[src/rtl/decoder_pkg.sv]
`default_nettype none
// ----------------------------------------------------------------------------
// decoder_pkg: widths, buffer count type and flit-rewrite helper. Rev 1.0
// ----------------------------------------------------------------------------
package decoder_pkg;

  localparam int MAXW = 64;

  typedef logic [1:0] buf_cnt_t;

  function automatic int sel_width(input int nout);
    return (nout > 1) ? $clog2(nout) : 1;
  endfunction

  // Removes the select field and closes the gap; zero-fill lands at the top.
  function automatic logic [MAXW-1:0] fwd_flit(input logic [MAXW-1:0] flit,
                                               input int sel_lsb,
                                               input int selw,
                                               input bit shift_addr);
    logic [MAXW-1:0] lo_mask;
    lo_mask = ~({MAXW{1'b1}} << sel_lsb);
    if (!shift_addr) return flit;
    return ((flit >> (sel_lsb + selw)) << sel_lsb) | (flit & lo_mask);
  endfunction

endpackage
`default_nettype wire

[src/rtl/sync_full_buffer.sv]
`default_nettype none
// ----------------------------------------------------------------------------
// sync_full_buffer: 2-entry valid/ready full buffer, push side driven by count. Rev 1.0
// ----------------------------------------------------------------------------
module sync_full_buffer #(
  parameter int W = 9
) (
  input  logic                 clk_i,
  input  logic                 rst_ni,
  input  logic                 push_i,
  input  logic [W-1:0]         push_data_i,
  output decoder_pkg::buf_cnt_t count_o,
  output logic                 out_valid_o,
  input  logic                 out_ready_i,
  output logic [W-1:0]         out_data_o
);

  decoder_pkg::buf_cnt_t count_q, count_d;
  logic [W-1:0] slot0_q, slot0_d, slot1_q, slot1_d;
  logic         pop;

  always_comb begin
    pop     = (count_q != 2'd0) && out_ready_i;
    count_d = count_q;
    slot0_d = slot0_q;
    slot1_d = slot1_q;
    case ({push_i, pop})
      2'b10: begin
        if (count_q == 2'd0) slot0_d = push_data_i;
        else if (count_q == 2'd1) slot1_d = push_data_i;
        if (count_q != 2'd2) count_d = count_q + 2'd1;
      end
      2'b01: begin
        slot0_d = slot1_q;
        count_d = count_q - 2'd1;
      end
      2'b11: begin
        // Count is unchanged; at full the second slot moves up and refills.
        if (count_q == 2'd1) begin
          slot0_d = push_data_i;
        end else begin
          slot0_d = slot1_q;
          slot1_d = push_data_i;
        end
      end
      default: ;
    endcase
  end

  always_ff @(posedge clk_i) begin
    if (!rst_ni) count_q <= 2'd0;
    else         count_q <= count_d;
  end

  always_ff @(posedge clk_i) begin
    slot0_q <= slot0_d;
    slot1_q <= slot1_d;
  end

  assign count_o     = count_q;
  assign out_valid_o = (count_q != 2'd0);
  assign out_data_o  = slot0_q;

endmodule
`default_nettype wire

[src/rtl/decoder_leaf_n.sv]
`default_nettype none
// ----------------------------------------------------------------------------
// decoder_leaf_n: 1-to-NOUT flit demux leaf with input FIFO and S report. Rev 1.0
// ----------------------------------------------------------------------------
module decoder_leaf_n #(
  parameter int W          = 9,
  parameter int NOUT       = 4,
  parameter int SEL_LSB    = 0,
  parameter int SHIFT_ADDR = 1,
  parameter int DEPTH      = 4
) (
  input  logic                      CLK,
  input  logic                      _RESET,
  input  logic                      in_valid,
  output logic                      in_ready,
  input  logic [W-1:0]              in_data,
  output logic [NOUT-1:0]           out_valid,
  input  logic [NOUT-1:0]           out_ready,
  output logic [NOUT*W-1:0]         out_data,
  output logic                      s_valid,
  input  logic                      s_ready,
  output logic [$clog2(NOUT)-1:0]   s_data,
  output logic                      err_badsel
);
  import decoder_pkg::*;

  localparam int             SELW    = sel_width(NOUT);
  localparam int             AW      = $clog2(DEPTH);
  localparam logic [AW:0]    DEPTH_C = DEPTH[AW:0];
  localparam logic [SELW:0]  NOUT_C  = NOUT[SELW:0];

  logic [W-1:0]    mem_q [DEPTH];
  logic [AW:0]     wr_ptr_q, wr_ptr_d, rd_ptr_q, rd_ptr_d, fill_d;
  logic            in_ready_q, err_q, err_d;
  logic            fifo_push, fifo_pop, fifo_empty;
  logic [W-1:0]    head, fwd;
  logic [SELW-1:0] sel;
  logic            bad_sel, tgt_free, s_free, s_push;
  logic [NOUT-1:0] out_push;
  buf_cnt_t        out_cnt [NOUT];
  buf_cnt_t        s_cnt;

  assign fifo_empty = (wr_ptr_q == rd_ptr_q);
  assign head       = mem_q[rd_ptr_q[AW-1:0]];
  assign sel        = head[SEL_LSB +: SELW];
  assign bad_sel    = ({1'b0, sel} >= NOUT_C);
  assign fwd        = W'(fwd_flit(MAXW'(head), SEL_LSB, SELW, SHIFT_ADDR != 0));

  always_comb begin
    tgt_free = 1'b0;
    out_push = '0;
    for (int p = 0; p < NOUT; p++) begin
      if (sel == SELW'(p)) tgt_free = (out_cnt[p] != 2'd2);
    end
    s_free    = (s_cnt != 2'd2);
    fifo_push = in_valid && in_ready_q;
    // A bad select is dropped without needing any buffer space.
    fifo_pop  = !fifo_empty && (bad_sel || (tgt_free && s_free));
    s_push    = fifo_pop && !bad_sel;
    for (int p = 0; p < NOUT; p++) begin
      out_push[p] = s_push && (sel == SELW'(p));
    end
    wr_ptr_d = wr_ptr_q + {{AW{1'b0}}, fifo_push};
    rd_ptr_d = rd_ptr_q + {{AW{1'b0}}, fifo_pop};
    fill_d   = wr_ptr_d - rd_ptr_d;
    err_d    = err_q || (fifo_pop && bad_sel);
  end

  always_ff @(posedge CLK) begin
    if (!_RESET) begin
      wr_ptr_q   <= '0;
      rd_ptr_q   <= '0;
      in_ready_q <= 1'b0;
      err_q      <= 1'b0;
    end else begin
      wr_ptr_q   <= wr_ptr_d;
      rd_ptr_q   <= rd_ptr_d;
      in_ready_q <= (fill_d != DEPTH_C);
      err_q      <= err_d;
    end
  end

  always_ff @(posedge CLK) begin
    if (fifo_push) mem_q[wr_ptr_q[AW-1:0]] <= in_data;
  end

  for (genvar k = 0; k < NOUT; k++) begin : g_out
    sync_full_buffer #(.W(W)) u_obuf (
      .clk_i      (CLK),
      .rst_ni     (_RESET),
      .push_i     (out_push[k]),
      .push_data_i(fwd),
      .count_o    (out_cnt[k]),
      .out_valid_o(out_valid[k]),
      .out_ready_i(out_ready[k]),
      .out_data_o (out_data[k*W +: W])
    );
  end

  sync_full_buffer #(.W(SELW)) u_sbuf (
    .clk_i      (CLK),
    .rst_ni     (_RESET),
    .push_i     (s_push),
    .push_data_i(sel),
    .count_o    (s_cnt),
    .out_valid_o(s_valid),
    .out_ready_i(s_ready),
    .out_data_o (s_data)
  );

  assign in_ready   = in_ready_q;
  assign err_badsel = err_q;

endmodule
`default_nettype wire

[config.mk]
export PLATFORM = sky130hd
export DESIGN_NAME = decoder_leaf_n
export DESIGN_NICKNAME = d
export VERILOG_FILES = /design/src/rtl/decoder_pkg.sv /design/src/rtl/sync_full_buffer.sv /design/src/rtl/decoder_leaf_n.sv
export SDC_FILE = /design/constraint.sdc
export NUM_CORES = 1
export LEC_CHECK = 0
export ABC_AREA = 1
export CORE_MARGIN = 2
export CORE_UTILIZATION = 52
export DETAILED_ROUTE_END_ITERATION = 8
export PLACE_DENSITY = 0.85
export SKIP_CTS_REPAIR_TIMING = 1
export SLEW_MARGIN = 25
export SYNTH_ARGS = -nofsm -noshare
export SYNTH_HDL_FRONTEND = slang
export SYNTH_SLANG_ARGS = --single-unit
[constraint.sdc]
create_clock -name CLK -period 2.7 [get_ports CLK]
set_input_delay 0.54 -clock CLK [delete_from_list [all_inputs] [get_ports CLK]]
set_output_delay 0.54 -clock CLK [all_outputs]
set_load 0.005 [all_outputs]
==> results.py, run 1 <==
metrics = {
    "timing": {
        "whs_ps": 525,
        "timing.final.setup_violations": 0,
        "timing_hold_violations_final": 0,
        "timing.fmax_mhz": 397,
        "worst_slew_pin_slew_ps": 638,
        "timing.max_slew.rel_slack_pct": 57.4,
        "fin_crit_sh_pct": 93.2,
        "finalSetupTns_ps": 0,
        "post-route-min-period_ps": 2520,
        "maxSlewViolCount": 0,
        "finalClockSkew_ps": 8.73,
    },
    "worst_setup_path": {
        "crit_chain": "buf_4 > nand2_1 > nand3_1 > nand2_2 > nand3_1 > nand2_1 > nor2_4 > nand2_1 > inv_1 > ha_1 > ha_1 > inv_1 > ha_4 > a21oi_2 > nand2_1 > nand3_1 > o21ai_1 > inv_1",
        "worst-path-max-fanout": 5,
        "crit_path_start_kind": "flip-flop",
        "critical_path.top_delay_family": "simple AND/OR/NAND/NOR gates",
        "critical_path.max_stage_delay_ps": 350,
        "critical_path_endpoint_category": "flip-flop",
        "critPathRequiredTime_ps": 3020,
        "criticalPathCategory": "flip-flop to flip-flop",
        "cp_num_buf_inv": 4,
        "timing.critical_path.slowest_stage_cell": "dfxtp_4",
        "cp_data_arrival_time_ps": 2830,
        "path_common_cell": "nand2_1",
    },
    "layout": {
        "diodes": 0,
        "post_route_cells_drive_above_1_share_pct": 15.7,
        "finish.net_count": 797,
        "area_delta_synth_final_pct": 23.6,
        "layout.core_utilization_pct": 66.5,
        "layoutNonFillerInstCount": 940,
    },
    "synthesis": {
        "ys_types": 29,
        "synth_common_cells": "205 x nand2_1, 112 x edfxtp_1, 69 x inv_1, 51 x nand3_1, 38 x o21ai_0",
        "cell_with_the_most_instances_after_synthesis": "nand2_1",
        "synth_cell_area_um2": 6550,
        "portion_of_synthesized_cell_area_occupied_by_the_leading_cell_type_pct": 51.3,
        "yosys_most_used_dff": "edfxtp_1",
        "ranking_of_synthesized_cells_by_area": "edfxtp_1 51%, nand2_1 12%, dfxtp_1 5.2%, ha_1 4.0%, inv_1 4.0%",
        "postSynth.asyncResetShare_pct": 0,
        "postSynthRegisterBits": 129,
        "synth.yosys.warnings": 0,
        "post_syn_nets": 712,
        "postSynthAreaPerCell_um2": 9.72,
        "synthCells": 674,
        "synth-seq-area-share_pct": 56.5,
        "cell_taking_the_most_area_after_synthesis": "edfxtp_1",
        "synth_enable_flop_cells": 112,
    },
    "clock_tree": {
        "clk_transition_reported_paths_ps": 60,
        "clkLatencyLatePin_ps": 430,
        "tritoncts_clock_tree": "done",
        "cts_buffer_depth": 2,
        "cts_root_buf": "clkbuf_16",
        "numClockSinks": 129,
        "htreeDepth": 4,
        "cts_inserted_buffers": 17,
    },
    "pwr": {
        "power.static_leakage_nw": 3.26,
        "peakVddDrop_mv": 0.810,
        "powerDensity_nw_per_um2": 1120,
        "total_power_mw": 9.04,
    },
    "routing": {
        "detail_route.first_pass.iterations": 5,
        "route.detailed.wl_per_inst_um": 15.9,
        "detail_route.wirelength_mm": 14.9,
        "route.detailed.drc": 0,
        "detail-route-antenna-nets": 0,
        "drt-initial-drc-count": 379,
        "average_via_count_per_standard_cell": 5.61,
        "vias": 5275,
    },
    "place": {
        "place_congestion": 0.836,
        "place_inst": 908,
        "place.detailed.hpwl_mm": 10.1,
        "placement.io_buffers": 60,
    },
    "grt": {
        "antenna_found_initial": 0,
        "first_global_vias": 5029,
        "grt_overflow_total": 0,
        "globalRouteTotalUtil_pct": 23.1,
        "grt_first_pass_wirelength_mm": 23.5,
        "grt_start_max_net_pins": 17,
    },
    "floorplan": {
        "placeableCoreArea_um2": 12200,
        "row_count": 40,
        "fp.dieH_um": 116,
        "design.die.area_um2": 13500,
        "die_x_um": 116,
        "ios": 62,
        "initial_standard_cell_utilization_of_the_core_pct": 53.9,
    },
    "min_path": {
        "worst_hold_path_type": "flip-flop to flip-flop",
    },
    "flow_run": {
        "maxCapViolations": 0,
    },
    "outcome": {
        "status": "complete, no violations",
    },
}
-- final timing paths --
check / slack [ps] / start / endpoint / depth (start not counted)
worst min-delay path: 520 / u_sbuf.count_o[1] / u_sbuf.count_o[1] / 2
worst max-delay path: 180 / rd_ptr_q[0] / in_ready / 18
worst min register to register: 520 / u_sbuf.count_o[1] / u_sbuf.count_o[1] / 2
worst max register to register: 180 / rd_ptr_q[0] / in_ready / 18
-- power by group --
part	total [mW]	internal (mW)	switching, mW
sequential	2.98	2.81	0.163
combinational	3.72	1.49	2.23
clock	2.34	1.48	0.862
total	9.04	5.79	3.25
-- placed cells by master, fill, tap and decap left out, types with 12 or more instances in the layout --
master and instances:
edfxtp_1 112, o21ai_0 37, clkdlybuf4s50_1 60, nand3_1 51, ha_1 20, dfxtp_1 15
nor2_1 12, o21ai_2 27, a21oi_1 14, inv_1 68, clkbuf_16 17, nand2_1 202
o211ai_1 30, buf_4 35
-- per-layer routing --
metal	global-route usage [%]	routed length [um]	vias to the layer above
li1	-	-	2488
met1	25.7	5720	2485
met2	39.4	7500	250
met3	7.27	1100	52
met4	13.1	615	0
met5	0	0	-
-- cell families after synthesis --
kind of cell / Yosys count / share of synthesized area, %
other: 1 / 0.0573
AND/OR/NAND/NOR: 292 / 19.2
flip-flops: 129 / 56.5
AO/OA/AOI/OAI: 120 / 12.4
adder cells (fa/ha/maj): 21 / 4.01
buffers and inverters: 105 / 7.07
XOR/XNOR: 6 / 0.802
-- stage by stage --
step                instance area [um^2]  worst slack (ps)
detailed placement                  7450              23.6
finish                              8090               183
global placement                    7450               201
global route                        8090             -9.21
CTS                                 8050             -31.3
floorplan                           6550              15.8
-- worst reg2reg max path: stages (launching register included) --
cell and delay, ps:
dfxtp_4 350, buf_4 150, nand2_1 80, nand3_1 100, nand2_2 130, nand3_1 100, nand2_1 120, nor2_4 40
nand2_1 80, inv_1 70, ha_1 180, ha_1 290, inv_1 70, ha_4 270, a21oi_2 50, nand2_1 60
nand3_1 60, o21ai_1 150, inv_1 60
-- cell type report --
class                   instances  area [um^2]
fillers                       864         4070
flip-flops and latches        129         3710
multi-input cells             440         2420
repair buffers                 95          863
clock buffers                  20          447
inverters                      76          288
well taps                     168          210
clock inverters                12          159
-- flip-flops by register name (all words and copies together) (netlist names) --
register	count
g_out.u_obuf.out_data_o	36
g_out.u_obuf.slot1_q	36
mem_q	36
g_out.u_obuf.count_o	8
rd_ptr_q	3
wr_ptr_q	3
u_sbuf.count_o	2
u_sbuf.out_data_o	2
u_sbuf.slot1_q	2
in_ready	1
(Power assumes the default switching activity.)
==> inputs of run 2 (changes only) <==
Settings changed: CAP_MARGIN set to 25.
==> results of run 2 <==
Final layout, timing and power as in run 1 (identical DEF).
==> inputs of run 3 (changes only) <==
Settings changed: CTS_CLUSTER_SIZE set to 14, HOLD_SLACK_MARGIN set to 0.03.
==> results of run 3 <==
Final layout, timing and power as in run 1 (identical DEF).
